### src/rtl/spi_reg_ctrl.sv
// SPI command decoder and configuration register bank, clocked on the system clock.
// Optional write-lock on address 0x3F is built in when SPI_WR_LOCK_EN is defined.
module spi_reg_ctrl #(
  parameter int         NREG    = 16,
  parameter logic [7:0] CHIP_ID = 8'h54
) (
  input  logic                CLK,
  input  logic                RST,
  input  logic                word_rcvd,
  input  logic [7:0]          cmd_byte,
  input  logic [7:0]          data_byte,
  input  logic [7:0]          status_in,
  output logic [15:0]         tx_buff,
  output logic [8*NREG-1:0]   regs_out,
  output logic                wr_strobe,
  output logic [5:0]          wr_addr,
  output logic                busy
);

  typedef enum logic [1:0] {IDLE, CAPTURE, EXEC, RESP} state_t;

  state_t      state;
  logic        sync1, sync2, sync3;
  logic        go;
  logic [7:0]  cmd_q, data_q, err_cnt, err_next;
  logic [7:0]  regs [NREG];
  logic [15:0] resp_q, resp;
  logic [1:0]  op;
  logic [5:0]  addr;
  logic        in_bank, exec_err, wr_reg, wr_lock;
  logic [7:0]  rd_reg;
  logic [1:0]  err_inc;
  logic [8:0]  err_sum;
  logic        locked;

`ifdef SPI_WR_LOCK_EN
  localparam bit LockEn = 1'b1;

  // Lock flag: only the exact key 8'hA5 opens it, any other value closes it again.
  always_ff @(posedge CLK or posedge RST) begin
    if (RST)
      locked <= 1'b1;
    else if (state == EXEC && wr_lock)
      locked <= (data_q != 8'hA5);
  end
`else
  localparam bit LockEn = 1'b0;
  assign locked = 1'b0;
`endif

  always_ff @(posedge CLK or posedge RST) begin
    if (RST) begin
      sync1 <= 1'b0;
      sync2 <= 1'b0;
      sync3 <= 1'b0;
    end else begin
      sync1 <= word_rcvd;
      sync2 <= sync1;
      sync3 <= sync2;
    end
  end

  assign go      = sync2 & ~sync3;
  assign op      = cmd_q[7:6];
  assign addr    = cmd_q[5:0];
  assign in_bank = ({1'b0, addr} < 7'(NREG));
  assign busy    = (state != IDLE);

  always_comb begin
    rd_reg   = 8'h00;
    regs_out = '0;
    for (int i = 0; i < NREG; i++) begin
      if (addr == 6'(i))
        rd_reg = regs[i];
      regs_out[8*i +: 8] = regs[i];
    end
  end

  always_comb begin
    exec_err = 1'b0;
    wr_reg   = 1'b0;
    wr_lock  = 1'b0;
    resp     = {cmd_q, 8'h00};
    case (op)
      2'b00: resp = {cmd_q, err_cnt};
      2'b01: begin
        if (in_bank)             resp = {cmd_q, rd_reg};
        else if (addr == 6'h3C)  resp = {cmd_q, err_cnt};
        else if (addr == 6'h3D)  resp = {cmd_q, CHIP_ID};
        else if (addr == 6'h3E)  resp = {cmd_q, status_in};
        else if (addr == 6'h3F)  resp = {cmd_q, 7'd0, locked};
        else                     exec_err = 1'b1;
      end
      2'b10: begin
        if (in_bank && !locked) begin
          wr_reg = 1'b1;
          resp   = {cmd_q, data_q};
        end else if (addr == 6'h3F && LockEn) begin
          wr_lock = 1'b1;
          resp    = {cmd_q, 7'd0, (data_q != 8'hA5)};
        end else begin
          exec_err = 1'b1;
        end
      end
      default: exec_err = 1'b1;
    endcase
    if (exec_err)
      resp = {8'hFF, cmd_q};
  end

  // An execution error and an overrun go can land in the same cycle, so up to two counts at once.
  always_comb begin
    err_inc  = 2'(exec_err && state == EXEC) + 2'(go && state != IDLE);
    err_sum  = {1'b0, err_cnt} + {7'd0, err_inc};
    err_next = err_sum[8] ? 8'hFF : err_sum[7:0];
  end

  always_ff @(posedge CLK or posedge RST) begin
    if (RST) begin
      state     <= IDLE;
      cmd_q     <= 8'h00;
      data_q    <= 8'h00;
      resp_q    <= 16'h0000;
      tx_buff   <= 16'h0000;
      wr_strobe <= 1'b0;
      wr_addr   <= 6'd0;
      err_cnt   <= 8'h00;
      for (int i = 0; i < NREG; i++)
        regs[i] <= 8'h00;
    end else begin
      wr_strobe <= 1'b0;
      err_cnt   <= err_next;
      case (state)
        IDLE: if (go) state <= CAPTURE;
        CAPTURE: begin
          cmd_q  <= cmd_byte;
          data_q <= data_byte;
          state  <= EXEC;
        end
        EXEC: begin
          resp_q <= resp;
          if (wr_reg) begin
            for (int i = 0; i < NREG; i++)
              if (addr == 6'(i))
                regs[i] <= data_q;
          end
          if (wr_reg || wr_lock) begin
            wr_strobe <= 1'b1;
            wr_addr   <= addr;
          end
          state <= RESP;
        end
        RESP: begin
          tx_buff <= resp_q;
          state   <= IDLE;
        end
        default: state <= IDLE;
      endcase
    end
  end

endmodule

### config.mk
export PLATFORM = sky130hd
export DESIGN_NAME = spi_reg_ctrl
export DESIGN_NICKNAME = d
export VERILOG_FILES = /design/src/rtl/spi_reg_ctrl.sv
export SDC_FILE = /design/constraint.sdc
export NUM_CORES = 1
export LEC_CHECK = 0
export CAP_MARGIN = 20
export CORE_AREA = 2 2 123 155
export DETAILED_ROUTE_END_ITERATION = 8
export DIE_AREA = 0 0 125 157
export GPL_ROUTABILITY_DRIVEN = 0
export GPL_TIMING_DRIVEN = 0
export HOLD_SLACK_MARGIN = 0.12
export PLACE_DENSITY_LB_ADDON = 0.2
export SYNTH_ARGS = -nofsm -noshare
export SYNTH_HDL_FRONTEND = slang
export SYNTH_SLANG_ARGS = --single-unit
### constraint.sdc
create_clock -name CLK -period 7.6 [get_ports CLK]
set_clock_uncertainty 0.1 [all_clocks]
set_input_delay 1.52 -clock CLK [delete_from_list [all_inputs] [get_ports CLK]]
set_output_delay 1.52 -clock CLK [all_outputs]
set_load 0.005 [all_outputs]
======== After elaboration in Yosys (flattened, before gate mapping) ========
Index checks and enable logic that the tools add are counted.
storage, ports and cells
  input bits .............................. 27
  register bits after elaboration ......... 196
  output and inout bits ................... 152
  memories kept ........................... 0
  bits in latches ......................... 0
  word-level logic and storage cells ...... 117
  bits in writable memories ............... 0
  bits in read-only memories .............. 0
cells by class
  bitwise operators ....................... 2
  magnitude comparators ................... 1
  shift operators ......................... 0
  equality and inequality tests ........... 25
  muxes and demuxes ....................... 37
  multiply operators ...................... 0
  add/sub/neg operators ................... 2
  reductions and logical operators ........ 23
  div/mod/pow operators ................... 0
operators with widths
  kind                                                                   number
  8-bit 2-to-1 mux                                                       22
  6-bit by 4-bit equality test with 1-bit output, second input constant  8
  3-bit AND reduction                                                    16
  6-bit by 3-bit equality test with 1-bit output, second input constant  4
  6-bit equality test, second input constant                             4
  8-bit one-hot mux with 3 select lines                                  1
  16-bit 2-to-1 mux                                                      1
  6-bit by 2-bit equality test with 1-bit output, second input constant  2
  1-bit 2-to-1 mux                                                       10
  8-bit by 2-bit adder with 9-bit output                                 1
  2-bit one-hot mux with 4 select lines                                  1
  2-bit equality test, second input constant                             3
  6-bit by 1-bit equality test with 1-bit output, second input constant  1
  6-bit zero test                                                        1
  6-bit by 5-bit < comparator with 1-bit output, second input constant   1
  2-bit by 1-bit equality test with 1-bit output, second input constant  2
  2-bit zero test                                                        2
  1-bit one-hot mux with 3 select lines                                  1
  1-bit by 1-bit adder with 2-bit output                                 1
  1-bit logical AND                                                      2
  2-bit 2-to-1 mux                                                       1
  2-bit inequality test, second input constant                           1
  2-bit AND reduction                                                    1
  2-bit nonzero test                                                     1
  other kinds (2)                                                        2

======== Longest topological paths before layout ========
Gate-level depths: netlist (run 1).
  depth in word-level cells ............... 20
  gate-level depth with buffers ........... 11
  gate-level depth less buffers ........... 10

======== Worst setup path before layout (run 1) ========
Ideal clock, no wire load.
  path type ............................... flip-flop to flip-flop
  from .................................... register state[0]
  to ...................................... register err_cnt[4]
  setup slack ............................. 4,991 ps
  stages on the path, launching flop included .. 12
  data arrival time ....................... 2,382 ps
  period minus slack after synthesis ...... 2,609 ps
  buffers on the path ..................... 2
  cells stage by stage .................... dfrtp_1 > inv_1 > ha_1 > clkbuf_1 > clkbuf_1 > nand2_1 > fa_1 > inv_1 > ha_1 > nand3_1 > xor2_1 > nand2_1
between the ends
  cells in the longest elaborated chain, start to end .. 5
  elaborated cells on any way between the ends .. 7
  those cells by class .................... 2 x add/sub; 1 x eq/ne; 1 x mux; 3 x reduce/logical
ends and longest elaborated chain
  what                                                       RTL line  text
  start: declaration                                         22        state_t state;
  start signal: assignment                                   120       state <= IDLE;
  start signal: assignment                                   134       IDLE: if (go) state <= CAPTURE;
  start signal: assignment                                   138       state <= EXEC;
  2-bit equality test or 2-bit nonzero test (tied branches)  113       err_inc = 2'(exec_err && state == EXEC) + 2'(go && state != IDLE);
  1-bit logical AND                                          113
  1-bit by 1-bit adder with 2-bit output (*)                 113
  8-bit by 2-bit adder with 9-bit output (*)                 114       err_sum = {1'b0, err_cnt} + {7'd0, err_inc};
  8-bit 2-to-1 mux (*)                                       115       err_next = err_sum[8] ? 8'hFF : err_sum[7:0];
  named net err_next[4]                                      25        logic [7:0] cmd_q, data_q, err_cnt, err_next;
  end signal: assignment                                     132       err_cnt <= err_next;
  end: declaration                                           25
Mark *: on every way through the listed nets, which the timed path passes. The rest lies on a longest branch.
A chain may end at the register's enable or synchronous reset.

======== Worst setup path after layout (run 1) ========
  from .................................... register state[0]
  to ...................................... output busy
between the ends
  cells in the longest elaborated chain, start to end .. 1
ends and longest elaborated chain
  what                RTL line  text
  2-bit nonzero test  67        assign busy = (state != IDLE);
  end: declaration    17        output logic busy
No other way between the ends.

==> flow_metrics.env, run 1 <==
export IMPL_drtPass1Iterations=9
export IMPL_wl_per_cell_um=24.56
export IMPL_cts_buffer_depth=2
export IMPL_ys_ff_latch=196
export IMPL_drive_above_1_share=0.2344
export IMPL_cts_hold_buf=0
export IMPL_antennaDiodeCount=0
export IMPL_avgSynthCellArea_um2=11.97
export IMPL_setup_viol=0
export IMPL_port_buffers=178
export IMPL_ir_drop_v=0.0001841
export IMPL_drt_iter0_markers=970
export IMPL_yosysWarnings=0
export IMPL_grt_usage=0.3111
export IMPL_syn_cell_area_um2=9525
export IMPL_crit_type="reg2out"
export IMPL_cp_required_ns=5.98
export IMPL_synthFlopType="dfrtp_1"
export IMPL_rsz0062_at_grt="false"
export IMPL_critPathMaxFanout=4
export IMPL_slew_headroom=0.4415
export IMPL_place_inst=1203
export IMPL_power_leakage_nw=5.501
export IMPL_netlist_area_leader_share=0.5149
export IMPL_fin_nets=1028
export IMPL_drc=0
export IMPL_powerDensity_nw_per_um2=354.8
export IMPL_reg2reg_from="state[0]$_DFFE_PP0P_"
export IMPL_cts_resized=0
export IMPL_ys_types=77
export IMPL_worstReg2RegEnd="err_cnt[1]$_DFF_PP0_"
export IMPL_rows=55
export IMPL_root_buffer="clkbuf_16"
export IMPL_numCtsBuffers=17
export IMPL_dp_hpwl_um=21630
export IMPL_grt_pass1_vias=7722
export IMPL_cts_setup_buffers=0
export IMPL_cts_htree_levels=4
export IMPL_min_period_ns=3.310
export IMPL_synth_edf_count=0
export IMPL_rrSetupSlack_ns=4.37
export IMPL_multiInputGateArea_um2=4248
export IMPL_worst_r2r_cell_count=10
export IMPL_core_area_um2=18030
export IMPL_hold_viol=0
export IMPL_regArea_um2=4905
export IMPL_die_h_um=157
export IMPL_cts_sinks=196
export IMPL_n_fill_cell=1433
export IMPL_tritoncts="yes"
export IMPL_finalCritPeriodShare=0.4355
export IMPL_grt_max_degree=133
export IMPL_grt_pass1_wl_um=45840
export IMPL_routed_via_density=6.251
export IMPL_drv_cap=0
export IMPL_cp_end_kind="primary output"
export IMPL_postPlaceCellArea_um2=11630
export IMPL_die_x_um=125
export IMPL_critPathLaunchType="flip-flop"
export IMPL_mostFrequentLayoutCell="dfrtp_1"
export IMPL_fmax_mhz=302.1
export IMPL_postRouteAntennaNets=0
export IMPL_holdPathEnd="sync2$_DFF_PP0_"
export IMPL_hold_start="sync1$_DFF_PP0_"
export IMPL_pin_count=179
export IMPL_async_reset_ff_frac=1.000
export IMPL_clk_latency_ns=0.45
export IMPL_status="complete, no violations"
export IMPL_wl_um=30330
export IMPL_final_cell_mix="196 x dfrtp_1, 178 x clkdlybuf4s50_1, 144 x mux2_2, 43 x o21ai_0, 38 x nand2_1"
export IMPL_netlist_top_cells_area="dfrtp_1 51%, mux2_2 17%, mux2_1 2.4%, o21ai_0 2.3%, a21oi_1 1.9%"
export IMPL_finalInstanceArea_um2=12180
export IMPL_min_path_type="reg2reg"
export IMPL_grt_antenna_before_repair=0
export IMPL_syn_to_final_growth_pct=27.82
export IMPL_final_cells=1235
export IMPL_slew_violations=0
export IMPL_synth_top_cell_by_area="dfrtp_1"
export IMPL_clk_pin_slew_ns=0.07
export IMPL_grt_overflow=0
export IMPL_via_count=7720
export IMPL_synthCells=796
export IMPL_worstPathArrival_ns=1.69
export IMPL_worstMarginPinSlew_ns=0.8378
export IMPL_synth_nets=830
export IMPL_ys_seq_area_frac=0.5149
export IMPL_die_area_um2=19630
export IMPL_initial_core_util=0.5283
export IMPL_holdPathStages=0
==> critical path, cell delays in order (launching register included) <==
cell and delay (ns):
dfrtp_1 0.39, inv_1 0.09, ha_1 0.22, inv_1 0.06, clkdlybuf4s50_1 0.49
==> flip-flops by register name (all words and copies together) (netlist names), 2 cells and up <==
name	count
cmd_q	8
data_q	8
err_cnt	8
regs_out	128
resp_q	16
state	2
tx_buff	16
wr_addr	6
==> final cells by class <==
cell class | count | area share
Clock buffer | 17 | 0.03494
Buffer | 65 | 0.02590
Multi-Input combinational cell | 520 | 0.3489
Sequential cell | 196 | 0.4028
Tap cell | 228 | 0.02343
Timing Repair Buffer | 179 | 0.1486
Inverter | 15 | 0.005344
Clock inverter | 15 | 0.01007
==> power by group <==
group          switching, mW  internal [mW]
clock                  0.429          0.427
sequential             0.187           1.29
combinational           1.17          0.818
==> cell families (layout without fill, tap and decap cells) <==
family                     after synthesis  in the layout  synth area share
DFF                                    196            196            0.5149
muxes                                  189            189            0.2307
buffers and inverters                   80            291           0.03914
adders and majority gates                7              7          0.009983
xor gates and xnor gates                 3              3          0.002759
and+or+nand+nor                        161            161           0.09458
AOI/OAI and AO/OA                      160            160            0.1080
==> Yosys cell counts, types with 3 or more instances <==
cell      count
o22a_1        3
nor3_1        5
nor2_1       35
nand2_1      38
o21ai_0      43
buf_2        17
mux2_1       20
buf_4         5
a32oi_1       3
a31oi_1      17
o22ai_1       8
nand3_1      14
a21oi_1      37
ha_1          6
a22oi_1       3
o211ai_1      5
nor2b_1      13
mux4_2        8
mux2_2      144
o221ai_1      4
mux2i_1      17
nand2b_1     10
nand2_4       8
nand2_2       4
clkbuf_1     35
dfrtp_1     196
and2_1        8
inv_1        13
and3_1        4
buf_1         3
a211oi_1      5
buf_6         4
nand4_1       5
a221oi_1      4
==> worst max path at each step <==
stage / startpoint / end / slack (ns)
final: state[0]$_DFFE_PP0P_ / busy / 4.29
after global routing: state[0]$_DFFE_PP0P_ / err_cnt[3]$_DFF_PP0_ / 4.14
after CTS: state[0]$_DFFE_PP0P_ / busy / 4.27
after detailed placement: state[0]$_DFFE_PP0P_ / err_cnt[1]$_DFF_PP0_ / 4.40
after global placement: RST / regs_out[21]$_DFFE_PP0P_ / -1.87
after floorplan: RST / cmd_q[0]$_DFFE_PP0N_ / 0.64
==> routing by layer <==
metal,global-route usage,part of all wire
met1,0.3991,0.38
met3,0.06492,0.093
met2,0.5010,0.47
met4,0.1640,0.049
met5,0,0
==> per-stage QoR <==
| step | hold WS (ns) | setup slack [ns] | TNS, ns | util | total power, mW |
|---|---|---|---|---|---|
| after floorplan | 0.2312 | 0.6394 | 0 | - | 2.580 |
| after global placement | 0.2365 | -1.868 | -363.62 | 0.6430 | 3.375 |
| after detailed placement | 0.2381 | 4.397 | 0 | 0.6449 | 3.414 |
| after CTS | 0.2546 | 4.268 | 0 | 0.6753 | 4.268 |
| after global routing | 0.2760 | 4.138 | 0 | 0.6753 | 4.502 |
| final | 0.2542 | 4.290 | 0 | 0.6753 | 4.319 |
Note: power is estimated with default switching activity, not from simulation.
==> run 2: changes to the inputs <==
--- a/config.mk
+++ b/config.mk
@@ -6,9 +6,9 @@
 export NUM_CORES = 1
 export LEC_CHECK = 0
 export CAP_MARGIN = 20
-export CORE_AREA = 2 2 123 155
+export CORE_AREA = 2 2 129 163
 export DETAILED_ROUTE_END_ITERATION = 8
-export DIE_AREA = 0 0 125 157
+export DIE_AREA = 0 0 131 165
 export GPL_ROUTABILITY_DRIVEN = 0
 export GPL_TIMING_DRIVEN = 0
 export HOLD_SLACK_MARGIN = 0.12
==> constraint.sdc (replaced) <==
create_clock -name CLK -period 3 [get_ports CLK]
set_clock_uncertainty 0.1 [all_clocks]
set_input_delay 0.6 -clock CLK [delete_from_list [all_inputs] [get_ports CLK]]
set_output_delay 0.6 -clock CLK [all_outputs]
set_load 0.005 [all_outputs]
==> run 2 against run 1 <==
  * Sequential share of layout area shrank 0.62 points
  * Largest power group unchanged
  * Register-to-register slack lost 4.3 ns
  * Via count is 0.36% higher
  * Clock power grew to 2.8 times the previous value
==> flow_metrics.env, run 2 (synthesis results as in run 1) <==
export IMPL_status="complete, no violations"
export IMPL_power_leakage_nw=5.571
export IMPL_crit_type="reg2reg"
export IMPL_drtPass1Iterations=6
export IMPL_cp_required_ns=3.22
export IMPL_worst_r2r_cell_count=9
export IMPL_whs_ns=0.2623
export IMPL_holdPathStages=0
export IMPL_root_buffer="clkbuf_16"
export IMPL_holdPathEnd="sync2$_DFF_PP0_"
export IMPL_port_buffers=178
export IMPL_pin_count=179
export IMPL_hold_viol=0
export IMPL_die_h_um=165
export IMPL_grt_pass1_wl_um=46220
export IMPL_fmax_mhz=343.8
export IMPL_critPathMaxFanout=10
export IMPL_numCtsBuffers=17
export IMPL_drive_above_1_share=0.2386
export IMPL_grt_usage=0.2946
export IMPL_cp_end_kind="flip-flop"
export IMPL_tritoncts="yes"
export IMPL_final_util=0.6197
export IMPL_wl_per_cell_um=24.23
export IMPL_postRouteAntennaNets=0
export IMPL_clk_latency_ns=0.45
export IMPL_grt_pass1_vias=7662
export IMPL_cts_htree_levels=4
export IMPL_critPathLaunchType="flip-flop"
export IMPL_via_count=7748
export IMPL_core_area_um2=19960
export IMPL_rsz0062_at_grt="false"
export IMPL_drc=0
export IMPL_routed_via_density=6.053
export IMPL_drv_cap=0
export IMPL_min_period_ns=2.909
export IMPL_powerDensity_nw_per_um2=905.6
export IMPL_grt_overflow=0
export IMPL_antennaDiodeCount=0
export IMPL_clk_pin_slew_ns=0.07
export IMPL_rows=58
export IMPL_largest_register_ffs=128
export IMPL_slew_headroom=0.4444
export IMPL_place_inst=1249
export IMPL_reg2reg_from="cmd_q[1]$_DFFE_PP0N_"
export IMPL_grt_max_degree=44
export IMPL_fin_nets=1031
export IMPL_hold_start="sync1$_DFF_PP0_"
export IMPL_final_cells=1280
export IMPL_die_x_um=131
export IMPL_min_path_type="reg2reg"
export IMPL_ir_drop_v=0.0005736
export IMPL_slew_violations=0
export IMPL_rrSetupSlack_ns=0.09
export IMPL_cts_buffer_depth=2
export IMPL_final_cell_mix="196 x dfrtp_1, 178 x clkdlybuf4s50_1, 144 x mux2_2, 43 x o21ai_0, 38 x nand2_1"
export IMPL_cts_sinks=196
export IMPL_n_fill_cell=1661
export IMPL_setup_viol=0
export IMPL_pre_cts_ws_ns=-0.1985
export IMPL_worstReg2RegEnd="resp_q[4]$_DFFE_PP0P_"
export IMPL_initial_core_util=0.4773
export IMPL_finalCritPeriodShare=0.9697
export IMPL_worstPathArrival_ns=3.12
export IMPL_drt_iter0_markers=864
export IMPL_worstMarginPinSlew_ns=0.8334
export IMPL_die_area_um2=21620
export IMPL_postLayoutSetupSlackWorst_ns=0.09095
export IMPL_syn_to_final_growth_pct=29.83
export IMPL_mostFrequentLayoutCell="dfrtp_1"
export IMPL_grt_antenna_before_repair=0
export IMPL_dp_hpwl_um=22550
export IMPL_wl_um=31010
export IMPL_cts_setup_buffers=0
[run 2: cell count changes in the layout (fill, tap and decap cells not counted), sizes merged]
cell,change
buf,+5
bufinv,+2
clkbuf,+2
clkinv,-3
clkinvlp,-2
inv,-1
[run 2: cell type report]
| cell class | count | area (um2) | area share |
|---|---|---|---|
| clock buffers | 21 | 470.5 | 0.03804 |
| well taps | 270 | 337.8 | 0.02732 |
| inverters | 15 | 61.31 | 0.004957 |
| clock inverters | 11 | 138.9 | 0.01123 |
| repair buffers | 183 | 1882 | 0.1522 |
| flip-flops and latches | 196 | 4905 | 0.3966 |
| plain buffers | 64 | 312.8 | 0.02529 |
| multi-input cells | 520 | 4259 | 0.3444 |
[run 2: worst max-delay path by stage]
stage | end | cells past startpoint | start | slack, ns
floorplan | cmd_q[0]$_DFFE_PP0N_ | 1 | RST | -0.23
global placement | regs_out[21]$_DFFE_PP0P_ | 2 | RST | -1.79
detailed placement | err_cnt[3]$_DFF_PP0_ | 10 | state[0]$_DFFE_PP0P_ | -0.20
CTS | err_cnt[3]$_DFF_PP0_ | 10 | cmd_q[4]$_DFFE_PP0N_ | 0.08
global route | err_cnt[3]$_DFF_PP0_ | 10 | cmd_q[4]$_DFFE_PP0N_ | 0.001
finish | resp_q[4]$_DFFE_PP0P_ | 9 | cmd_q[1]$_DFFE_PP0N_ | 0.09
[run 2: through the flow]
stage | power (mW) | cell area, um2 | TNS (ns)
5_1_grt | 11.70 | 12370 | 0
3_3_place_gp | 8.595 | 11650 | -347.38
4_1_cts | 11.09 | 12360 | 0
3_5_place_dp | 8.695 | 11750 | -1.058
6_report | 11.20 | 12370 | 0
2_1_floorplan | 6.537 | 9529 | -45.55
[run 2: layer usage]
layer	track usage	up-vias	share of wire
met5	0	-	0
met4	0.1296	0	0.042
met3	0.07029	102	0.086
met2	0.4736	467	0.48
met1	0.3786	3874	0.39
li1	-	3305	-
[run 2: power breakdown]
| part | switching [mW] | leakage (nW) | internal, mW |
|---|---|---|---|
| combinational | 2.98 | 2.69 | 2.09 |
| sequential | 0.482 | 2.58 | 3.26 |
| clock | 1.07 | 0.299 | 1.32 |
[run 2: critical path, cell delays in order (launching register included)]
cell     delay [ns]
dfrtp_1        0.37
buf_4          0.23
buf_2          0.31
buf_4          0.28
buf_2          0.35
mux4_2         0.42
nand2_1        0.09
o21ai_0        0.17
o21ai_0        0.33
o22ai_1        0.12
[run 2: timing repair]
| action | in CTS | in global routing |
|---|---|---|
| hold buffers | 0 | 0 |
| endpoints found under the setup margin | 8 | 7 |
| gates resized for setup | 2 | 2 |
| pin swaps | 0 | 2 |
